--- src/rtl/button_reader.sv ---
// ============================================================================
// Module   : button_reader
// Purpose  : Two-flop synchroniser plus stability-counter debouncer for a raw
//            board pin. Outputs a clean level, one-cycle RISE/FALL pulses and
//            an optional 8-bit press counter (macro BUTTON_READER_COUNT_EN).
// Revision : 1.0 - initial release
// ============================================================================
`default_nettype none

module button_reader #(
  parameter int CNT_WIDTH = 20,
  parameter int STABLE    = 600000
) (
  input  logic       CLK,
  input  logic       RESETN,
  input  logic       I,
  output logic       O,
  output logic       RISE,
  output logic       FALL,
  output logic [7:0] COUNT
);

  typedef enum logic [1:0] {
    LOW    = 2'd0,
    SET_HI = 2'd1,
    HIGH   = 2'd2,
    SET_LO = 2'd3
  } state_t;

  localparam logic [CNT_WIDTH-1:0] CNT_LAST = CNT_WIDTH'(STABLE - 1);
  localparam logic [CNT_WIDTH-1:0] CNT_ONE  = CNT_WIDTH'(1);

  logic                 s1;
  logic                 s2;
  state_t               state;
  state_t               state_nxt;
  logic [CNT_WIDTH-1:0] cnt;
  logic [CNT_WIDTH-1:0] cnt_nxt;
  logic                 o_nxt;
  logic                 rise_nxt;
  logic                 fall_nxt;

  always_ff @(posedge CLK or negedge RESETN) begin
    if (!RESETN) begin
      s1    <= 1'b0;
      s2    <= 1'b0;
      state <= LOW;
      cnt   <= '0;
      O     <= 1'b0;
      RISE  <= 1'b0;
      FALL  <= 1'b0;
    end else begin
      s1    <= I;
      s2    <= s1;
      state <= state_nxt;
      cnt   <= cnt_nxt;
      O     <= o_nxt;
      RISE  <= rise_nxt;
      FALL  <= fall_nxt;
    end
  end

  always_comb begin
    state_nxt = state;
    cnt_nxt   = cnt;
    rise_nxt  = 1'b0;
    fall_nxt  = 1'b0;
    case (state)
      LOW: begin
        if (s2) begin
          state_nxt = SET_HI;
          cnt_nxt   = CNT_ONE;
        end
      end
      SET_HI: begin
        if (!s2) begin
          state_nxt = LOW;
          cnt_nxt   = '0;
        end else if (cnt == CNT_LAST) begin
          state_nxt = HIGH;
          cnt_nxt   = '0;
          rise_nxt  = 1'b1;
        end else begin
          cnt_nxt = cnt + CNT_ONE;
        end
      end
      HIGH: begin
        if (!s2) begin
          state_nxt = SET_LO;
          cnt_nxt   = CNT_ONE;
        end
      end
      SET_LO: begin
        if (s2) begin
          state_nxt = HIGH;
          cnt_nxt   = '0;
        end else if (cnt == CNT_LAST) begin
          state_nxt = LOW;
          cnt_nxt   = '0;
          fall_nxt  = 1'b1;
        end else begin
          cnt_nxt = cnt + CNT_ONE;
        end
      end
      default: begin
        state_nxt = LOW;
        cnt_nxt   = '0;
      end
    endcase
    // Level is registered from the next state so O never decodes state combinationally.
    o_nxt = (state_nxt == HIGH) || (state_nxt == SET_LO);
  end

`ifdef BUTTON_READER_COUNT_EN
  logic [7:0] press_cnt;

  always_ff @(posedge CLK or negedge RESETN) begin
    if (!RESETN) begin
      press_cnt <= 8'h00;
    end else if (rise_nxt) begin
      press_cnt <= press_cnt + 8'h01;
    end
  end

  assign COUNT = press_cnt;
`else
  assign COUNT = 8'h00;
`endif

endmodule

`default_nettype wire

--- config.mk ---
export PLATFORM = sky130hd
export DESIGN_NAME = button_reader
export DESIGN_NICKNAME = d
export VERILOG_FILES = /design/src/rtl/button_reader.sv
export SDC_FILE = /design/constraint.sdc
export NUM_CORES = 1
export LEC_CHECK = 0
export ABC_CLOCK_PERIOD_IN_PS = 4400
export CAP_MARGIN = 20
export CORE_MARGIN = 3
export CORE_UTILIZATION = 28
export CTS_CLUSTER_SIZE = 20
export DETAILED_ROUTE_END_ITERATION = 6
export PLACE_DENSITY_LB_ADDON = 0.3
export SETUP_SLACK_MARGIN = 0.4
export SYNTH_ARGS = -nofsm -noshare
export SYNTH_HDL_FRONTEND = slang
export SYNTH_SLANG_ARGS = --single-unit
--- constraint.sdc ---
create_clock -name CLK -period 4.4 [get_ports CLK]
set_clock_uncertainty 0.05 [all_clocks]
set_input_delay 0.66 -clock CLK [delete_from_list [all_inputs] [get_ports CLK]]
set_output_delay 0.66 -clock CLK [all_outputs]
set_load 0.02 [all_outputs]
=== After elaboration in Yosys (flattened, before gate mapping) ===
Cells that the tools add are included.

* Add/sub/neg operators: 1
* Equality and inequality tests: 8
* Multiplexer cells: 18
* Reductions and logical operators: 3

{| class="wikitable"
|+ Operators by type and width
! cell !! count
|-
| 2-to-1 mux 20 bit || 5
|-
| case mux 20 bit (4 select lines) || 1
|-
| adder 20 x 1 -> 20 bit (second input constant) || 1
|-
| equality test 20 bit (second input constant) || 1
|-
| 2-to-1 mux 2 bit || 6
|-
| equality test 2 bit (second input constant) || 4
|-
| case mux 2 bit (4 select lines) || 1
|-
| 2-to-1 mux 1 bit || 5
|-
| inequality test 2 bit (second input constant) || 2
|-
| equality test 2 x 1 -> 1 bit (second input constant) || 1
|-
| zero test 2 bit || 1
|-
| AND reduction 2 bit || 1
|-
| logical OR 1 bit || 1
|}

* Bits in registers: 27
* Input port bits: 3
* Word-level logic and storage cells: 37

=== Depth between registers and ports, before layout ===
Gate-level depths: netlist of the first run.

* Depth in word-level cells: 6
* Depth in mapped cells: 7
* Mapped depth without buffers: 6

=== Worst setup path after synthesis of the first run ===
Ideal clock, no wire load.

* Kind: register -> register
* Start point: register cnt[0]
* End point: register cnt[16]
* Data arrival time: 1.433 ns
* Required time: 4.229 ns
* Slack: 2.796 ns
* Cell stages (with the launch flop): 7
* Buffers on the path: 1
* Path through: dfrtp_1 ha_1 and3_1 buf_2 nand4_1 a21o_1 a22o_1

* Word-level cells in the longest chain between the ends: 4
* Elaborated cells on any way between the ends: 6
* Classes of those cells: add/sub: 1; eq/ne: 1; mux: 4

{| class="wikitable"
|+ Ends and longest elaborated chain
! item !! RTL line !! source
|-
| start, declared || 37 || <nowiki>logic [CNT_WIDTH-1:0] cnt;</nowiki>
|-
| start signal, assigned || 56 || <nowiki>cnt <= cnt_nxt;</nowiki>
|-
| adder 20 x 1 -> 20 bit / equality test 20 bit (equally long branches) || n/a ||
|-
| 2-to-1 mux 20 bit (*) || 79, 97 ||
|-
| 2-to-1 mux 20 bit (on tied branches) || 94, 76 ||
|-
| case mux 20 bit (4 select lines) (*) || 68 || <nowiki>case (state)</nowiki>
|}

Mark *: on every way between the ends. The rest lies on a longest branch, timed or not.
A chain may end at the register's enable or synchronous reset.

=== Final worst setup path of the first run ===
Ends and elaborated chain as after synthesis.

==> metrics.md, run 1 <==
| Metric | Value |
|---|---|
| Final setup TNS | `0 ns` |
| Final critical delay including setup and external delays | `2.01 ns` |
| Worst relative slew slack | `62.4%` |
| Met2 global-route usage | `16.1%` |
| Post-synthesis async set-or-reset flop share | `100%` |
| Core outline area | `5200 um^2` |
| Chip width | `80.0 um` |
| Most used flip-flop cell after synthesis | `sky130_fd_sc_hd__dfrtp_1` |
| Antenna fix cells | `0` |
| Site Rows | `26` |
| Global route total overflow | `0` |
| Initial core utilization | `29.5%` |
| Overall routing resource usage | `9.98%` |
| Number of nets still failing antenna checks after routing | `0` |
| CP Data Required Time | `4.52 ns` |
| Commonest non-fill, non-tap cells in the layout | `sky130_fd_sc_hd__dfrtp_1, sky130_fd_sc_hd__a21oi_1, sky130_fd_sc_hd__nand3_1, sky130_fd_sc_hd__nand2_1, sky130_fd_sc_hd__nand4_1` |
| Post-CTS sizing | `0` |
| Final worst path period share | `45.6%` |
| Total clock buffers created by CTS | `3` |
| Die area | `6400 um^2` |
| I/O pin total | `14` |
| Detailed Routing Iterations Pass 1 | `4` |
| Static Leakage | `0.000666 uW` |
| Share of the yosys chip area belonging to registers | `44.0%` |
| Port bufs | `5` |
| Die height | `80.0 um` |
| Count of unresolved DRC violations after routing | `0` |
| Post-detail-place hpwl | `2040 um` |
| Number of pins exceeding their max-slew limit in the final report | `0` |
| Vias in the first global route | `1069` |
| Area of the multi-input gates | `759 um^2` |
| Number of distinct library cell variants in the gate-level netlist after synthesis | `41` |
| H-tree depth reported by CTS | `1` |
| Layout-stage area growth over the synthesis result | `7.91%` |
| Post-CTS setup buffers | `0` |
| Area share of the leading cell type in the synthesized netlist | `44.0%` |
| Largest fanout of any net on the critical path | `21` |
| Synthesis Warnings | `0` |
| Most common library cell in the layout ignoring fill and taps | `sky130_fd_sc_hd__dfrtp_1` |
| EDFF count, synth | `0` |
| Most area-consuming cells after synthesis | `sky130_fd_sc_hd__dfrtp_1, sky130_fd_sc_hd__buf_4, sky130_fd_sc_hd__a21oi_1` |
| Routability-driven placement congestion ratio | `0.771` |
| Detail-routed net length per standard cell | `12.5 um` |
| Clock network latency to the later pin of the worst-skew pair | `0.27 ns` |
| Nets@finish | `170` |
| Synthesized area divided by synthesized cell count | `9.47 um^2` |
| Post-Synthesis Cell Area | `1530 um^2` |
| Status | `finished, final reports clean` |
| TritonCTS clock tree | `yes` |
| Clock root cell | `sky130_fd_sc_hd__clkbuf_8` |
| Number of antenna violations at the first check in global routing | `0` |
| RSZ-0062 raised after global routing | `no` |
| Worst hold path type | `reg2reg` |
| Slew at the pin with the worst max-slew slack | `0.564 ns` |
| Met1 GRT Util | `13.3%` |
| Number of buffers added to fix hold violations after cts | `0` |
| Number of design-rule violations left by the first detailed-router iteration | `83` |
| Routing usage on met3 | `1.69%` |
| Top cell type by total area after synthesis | `sky130_fd_sc_hd__dfrtp_1` |
| Crit path DAT | `2.13 ns` |
| Final number of setup-violating endpoints | `0` |
| Register clock-pin slew on the reported worst setup and hold paths | `0.09 ns` |
| Max Clk Rate | `498 MHz` |
| Max capacitance violation total | `0` |
| Kind of end point of the critical path | `flip-flop` |
| Final hold vios | `0` |
| Critical path class | `reg2reg` |
| Flop and latch count out of synthesis | `27` |
| CTS Sinks | `27` |
| Syn Inst Count | `162` |
| Final core occ | `31.8%` |
| Global-route wire length before repair | `5090 um` |
| Global routing's busiest layer | `met2` |
| Vias after detailed routing | `1156` |
| VDD IR max | `98.9 uV` |
| Vias per cell | `4.92` |
| Largest net degree at the start of global routing | `28` |
| Number of filler instances in the final layout | `570` |
| Final WL | `2950 um` |
| Sort of element at the start of the critical path | `flip-flop` |
| Area of all sequential standard cells | `676 um^2` |
| Maximum count of clock buffers along a single path | `2` |
| Power per unit of standard cell area | `264 nW/um^2` |
| Share of final-layout standard cells stronger than drive strength 1 | `9.09%` |
-- cell usage after synthesis, types with 2 or more instances --
library cell               instances
sky130_fd_sc_hd__buf_4            11
sky130_fd_sc_hd__nand2_1          10
sky130_fd_sc_hd__nand2b_1          4
sky130_fd_sc_hd__buf_2             4
sky130_fd_sc_hd__and3_1            5
sky130_fd_sc_hd__mux2_2            2
sky130_fd_sc_hd__a22o_1            2
sky130_fd_sc_hd__nand3_1          13
sky130_fd_sc_hd__o21ai_0           8
sky130_fd_sc_hd__or3_1             3
sky130_fd_sc_hd__inv_1             6
sky130_fd_sc_hd__a21oi_1          14
sky130_fd_sc_hd__and4_1            2
sky130_fd_sc_hd__and2_1            4
sky130_fd_sc_hd__nand4_1           9
sky130_fd_sc_hd__nor3b_1           2
sky130_fd_sc_hd__dfrtp_1          27
sky130_fd_sc_hd__nor2_1            6
sky130_fd_sc_hd__nor3_1            2
sky130_fd_sc_hd__o21ai_1           4
sky130_fd_sc_hd__mux2i_1           4
-- area by class of cell --
class                      instances  area share, %
timing repair buffer               7           3.93
sequential                        27           40.8
multi-input combinational        121           45.9
tap                               70           5.29
inverter                           6           1.36
clock buffer                       4           2.72
-- per-layer routing --
layer	up-vias	part of all wire [%]
met5	-	0
met4	0	1.4
met2	14	50
li1	579	-
met1	558	46
met3	5	2.5
-- flip-flops by register name (all words and copies together) (netlist names) --
name / count
FALL: 1
O: 1
RISE: 1
cnt: 20
s1: 1
s2: 1
state: 2
-- worst paths after layout --
path / start / to / slack, ns / depth (start not counted)
min reg2reg: s1 / s2 / 0.31 / 0
min in group asynchronous: RESETN / cnt[16] / 0.72 / 2
max: cnt[0] / cnt[16] / 2.39 / 5
max reg2reg: cnt[0] / cnt[16] / 2.39 / 5
max in group asynchronous: RESETN / cnt[3] / 3.31 / 2
min: s1 / s2 / 0.31 / 0
-- worst max-delay path, cell delays in order, from the launching register on --
cell,delay (ns)
sky130_fd_sc_hd__dfrtp_1,0.40
sky130_fd_sc_hd__ha_1,0.28
sky130_fd_sc_hd__and3_1,0.41
sky130_fd_sc_hd__a31oi_4,0.31
sky130_fd_sc_hd__a21o_1,0.24
sky130_fd_sc_hd__a22o_1,0.21
-- logic make-up (layout without fill, tap and decap cells) --
kind of cell / count (synthesis) / count (layout) / synth area share, %
fa+ha+maj: 1 / 1 / 0.816
other cells: 1 / 8 / 0.244
xor+xnor: 3 / 3 / 2.20
compound gates: 34 / 34 / 13.4
mux: 6 / 6 / 4.08
simple gates: 69 / 69 / 27.1
buf+inv: 21 / 17 / 8.16
flops: 27 / 27 / 44.0
-- where the power goes --
| part | switching (uW) | internal, uW |
|---|---|---|
| sequential | 4.81 | 252 |
| clock | 77.9 | 65.0 |
| combinational | 25.8 | 10.9 |
-- stage by stage --
stage / std cells / hold WS (ns) / total power [uW] / area, um^2 / setup WS [ns]
2_1_floorplan: 169 / 0.281 / 292 / 1560 / 2.80
3_3_place_gp: 231 / 0.285 / 299 / 1610 / 2.47
3_5_place_dp: 231 / 0.285 / 299 / 1610 / 2.41
4_1_cts: 235 / 0.306 / 444 / 1660 / 2.41
5_1_grt: 235 / 0.316 / 457 / 1660 / 2.26
6_report: 235 / 0.307 / 437 / 1660 / 2.39
(Power assumes the default switching activity.)
==> inputs of run 2 (changes only) <==
Settings changed: ABC_CLOCK_PERIOD_IN_PS 4400 to 1700.
Clock period 4.4 ns to 1.7 ns, I/O delays scaled along.
==> run 2 against run 1 <==
- setup slack got worse by 2.3 ns
- highest routed layer unchanged
- final area up 36%
- hold slack got worse by 0.018 ns
- count of clock-buffer cells in the layout fell by 1
- non-clock buffer count rose by 46
- first-iteration DRC count grew 6.0%
- critical path type unchanged
- sequential power rose to 2.6 times the previous value
- maximum frequency is 24% higher
- sequential share of layout area decreased by 10 points
- combinational power grew to 4.3 times the previous value
- total power rose to 2.8 times the previous value
- wire length is 34% higher
==> metrics.md, run 2 (synthesis results as in run 1) <==
| Metric | Value |
|---|---|
| Portion of total power attributed to the clock network | `31.8% (was 32.7%)` |
| Detail-routed net length per standard cell | `14.0 um (was 12.5 um)` |
| Number of antenna violations at the first check in global routing | `0 (unchanged)` |
| Nets@finish | `216 (was 170)` |
| Final critical delay including setup and external delays | `1.61 ns (was 2.01 ns)` |
| Power per unit of standard cell area | `541 nW/um^2 (was 264 nW/um^2)` |
| Reported net switching power | `330 uW (was 108 uW)` |
| Internal | `892 uW (was 328 uW)` |
| Vias in the first global route | `1305 (was 1069)` |
| Final worst path period share | `95.0% (was 45.6%)` |
| Leading registers by flop count | `cnt: 20 flops, state: 2 flops (unchanged)` |
| Status | `finished, final reports clean (unchanged)` |
| Worst hold path type | `in2async (was reg2reg)` |
| Core outline area | `5200 um^2 (unchanged)` |
| Detailed Routing Iterations Pass 1 | `4 (unchanged)` |
| Share of final-layout standard cells stronger than drive strength 1 | `49.8% (was 9.09%)` |
| Count of unresolved DRC violations after routing | `0 (unchanged)` |
| Register with the most flip-flops | `cnt (unchanged)` |
| I/O pin total | `14 (unchanged)` |
| CP Data Required Time | `1.83 ns (was 4.52 ns)` |
| Number of nets still failing antenna checks after routing | `0 (unchanged)` |
| Static Leakage | `0.000927 uW (was 0.000666 uW)` |
| Register clock-pin slew on the reported worst setup and hold paths | `0.10 ns (was 0.09 ns)` |
| Global route total overflow | `0 (unchanged)` |
| Overall power after layout | `1220 uW (was 437 uW)` |
| Part of the power in registers | `55.2% (was 58.9%)` |
| Antenna fix cells | `0 (unchanged)` |
| Final WL | `3950 um (was 2950 um)` |
| RSZ-0062 raised after global routing | `yes (was no)` |
| H-tree depth reported by CTS | `1 (unchanged)` |
| Final number of setup-violating endpoints | `0 (unchanged)` |
| Max FFs per register | `20 (unchanged)` |
| Routability-driven placement congestion ratio | `0.756 (was 0.771)` |
| Site Rows | `26 (unchanged)` |
| Port bufs | `5 (unchanged)` |
| Die area | `6400 um^2 (unchanged)` |
| TritonCTS clock tree | `yes (unchanged)` |
| Commonest non-fill, non-tap cells in the layout | `sky130_fd_sc_hd__buf_4, sky130_fd_sc_hd__dfrtp_1, sky130_fd_sc_hd__nand3_1, sky130_fd_sc_hd__nand4_1, sky130_fd_sc_hd__dfrtp_2 (was sky130_fd_sc_hd__dfrtp_1, sky130_fd_sc_hd__a21oi_1, sky130_fd_sc_hd__nand3_1, sky130_fd_sc_hd__nand2_1, sky130_fd_sc_hd__nand4_1)` |
| Most common library cell in the layout ignoring fill and taps | `sky130_fd_sc_hd__buf_4 (was sky130_fd_sc_hd__dfrtp_1)` |
| Vias after detailed routing | `1378 (was 1156)` |
| Final-layout worst hold slack | `0.289 ns (was 0.307 ns)` |
| Total clock buffers created by CTS | `3 (unchanged)` |
| Crit path DAT | `1.74 ns (was 2.13 ns)` |
| Initial core utilization | `29.5% (unchanged)` |
| Final hold vios | `0 (unchanged)` |
| Layout-stage area growth over the synthesis result | `47.1% (was 7.91%)` |
| Clock root cell | `sky130_fd_sc_hd__clkbuf_8 (unchanged)` |
| Number of pins exceeding their max-slew limit in the final report | `0 (unchanged)` |
| Critical path class | `reg2reg (unchanged)` |
| Clock network latency to the later pin of the worst-skew pair | `0.28 ns (was 0.27 ns)` |
| Die height | `80.0 um (unchanged)` |
| Post-detail-place hpwl | `2500 um (was 2040 um)` |
| Largest fanout of any net on the critical path | `4 (was 21)` |
| CTS Sinks | `27 (unchanged)` |
| VDD IR max | `569 uV (was 98.9 uV)` |
| Global-route wire length before repair | `6290 um (was 5090 um)` |
| Max Clk Rate | `619 MHz (was 498 MHz)` |
| Number of design-rule violations left by the first detailed-router iteration | `88 (was 83)` |
| Vias per cell | `4.90 (was 4.92)` |
| Kind of end point of the critical path | `flip-flop (unchanged)` |
| Overall routing resource usage | `12.4% (was 9.98%)` |
| Max capacitance violation total | `0 (unchanged)` |
| Final setup TNS | `0 ns (unchanged)` |
| Maximum count of clock buffers along a single path | `2 (unchanged)` |
| Switching part of the total | `27.0% (was 24.8%)` |
| Chip width | `80.0 um (unchanged)` |
| Largest net degree at the start of global routing | `28 (unchanged)` |
| Sort of element at the start of the critical path | `flip-flop (unchanged)` |
| Share of total power in combinational logic | `13.0% (was 8.4%)` |
-- run 2: changes by cell type in the layout (fill, tap and decap cells not counted), moves of 6 or more --
cell,previous run,this run
sky130_fd_sc_hd__o21ai_2,0,6
sky130_fd_sc_hd__buf_6,0,6
sky130_fd_sc_hd__dfrtp_1,27,18
sky130_fd_sc_hd__a21oi_2,0,6
sky130_fd_sc_hd__dfrtp_2,0,9
sky130_fd_sc_hd__o21ai_0,8,1
sky130_fd_sc_hd__buf_4,2,41
sky130_fd_sc_hd__a21oi_1,14,8
-- run 2: repair_timing --
action,in CTS,in global routing
endpoints found under the setup margin,28,28
pin swaps,8,14
resized for setup,19,34
hold buffers,0,0
setup buffers,14,14
-- run 2: metrics by stage --
step,util [%],instances,worst slack [ns],instance area [um^2]
2_1_floorplan,-,169,0.150,1660
3_3_place_gp,35.2,249,0.0399,1830
3_5_place_dp,35.2,249,0.0230,1830
4_1_cts,39.0,267,0.0793,2030
5_1_grt,43.3,281,-0.00394,2260
6_report,43.3,281,0.0856,2260
-- run 2: routing by layer --
metal	vias up	track usage [%]	wire [um]
met5	-	0	0
met4	0	2.70	55
met3	7	2.48	112
met2	18	20.8	1940
met1	683	16.5	1840
li1	670	-	-
-- run 2: layout make-up --
class | instances | area [um^2]
Timing Repair Buffer | 53 | 445
Multi-Input combinational cell | 121 | 965
Sequential cell | 27 | 687
Clock inverter | 1 | 7.51
Inverter | 6 | 22.5
Fill cell | 503 | 2950
Clock buffer | 3 | 41.3
Tap cell | 70 | 87.6
-- run 2: final timing paths --
kind | start | end | slack, ns | cells past startpoint
min in group CLK | s1 | s2 | 0.31 | 0
setup reg to reg | cnt[17] | state[1] | 0.09 | 4
max in group asynchronous | RESETN | cnt[1] | 1.00 | 2
hold / removal | RESETN | cnt[5] | 0.29 | 2
hold reg to reg | s1 | s2 | 0.31 | 0
setup / recovery | cnt[17] | state[1] | 0.09 | 4
-- run 2: power groups by stage --
stage | registers, uW | clock network, uW | logic, uW
floorplan | 681 | 0 | 92.9
global placement | 682 | 0 | 123
detailed placement | 682 | 0 | 124
CTS | 670 | 406 | 143
global route | 678 | 432 | 175
finish | 675 | 388 | 158
-- run 2: critical path, stage by stage (launching register included) --
cell	delay (ns)
sky130_fd_sc_hd__dfrtp_1	0.42
sky130_fd_sc_hd__nand2b_4	0.16
sky130_fd_sc_hd__nor4_4	0.31
sky130_fd_sc_hd__nand4_2	0.24
sky130_fd_sc_hd__mux2_2	0.33
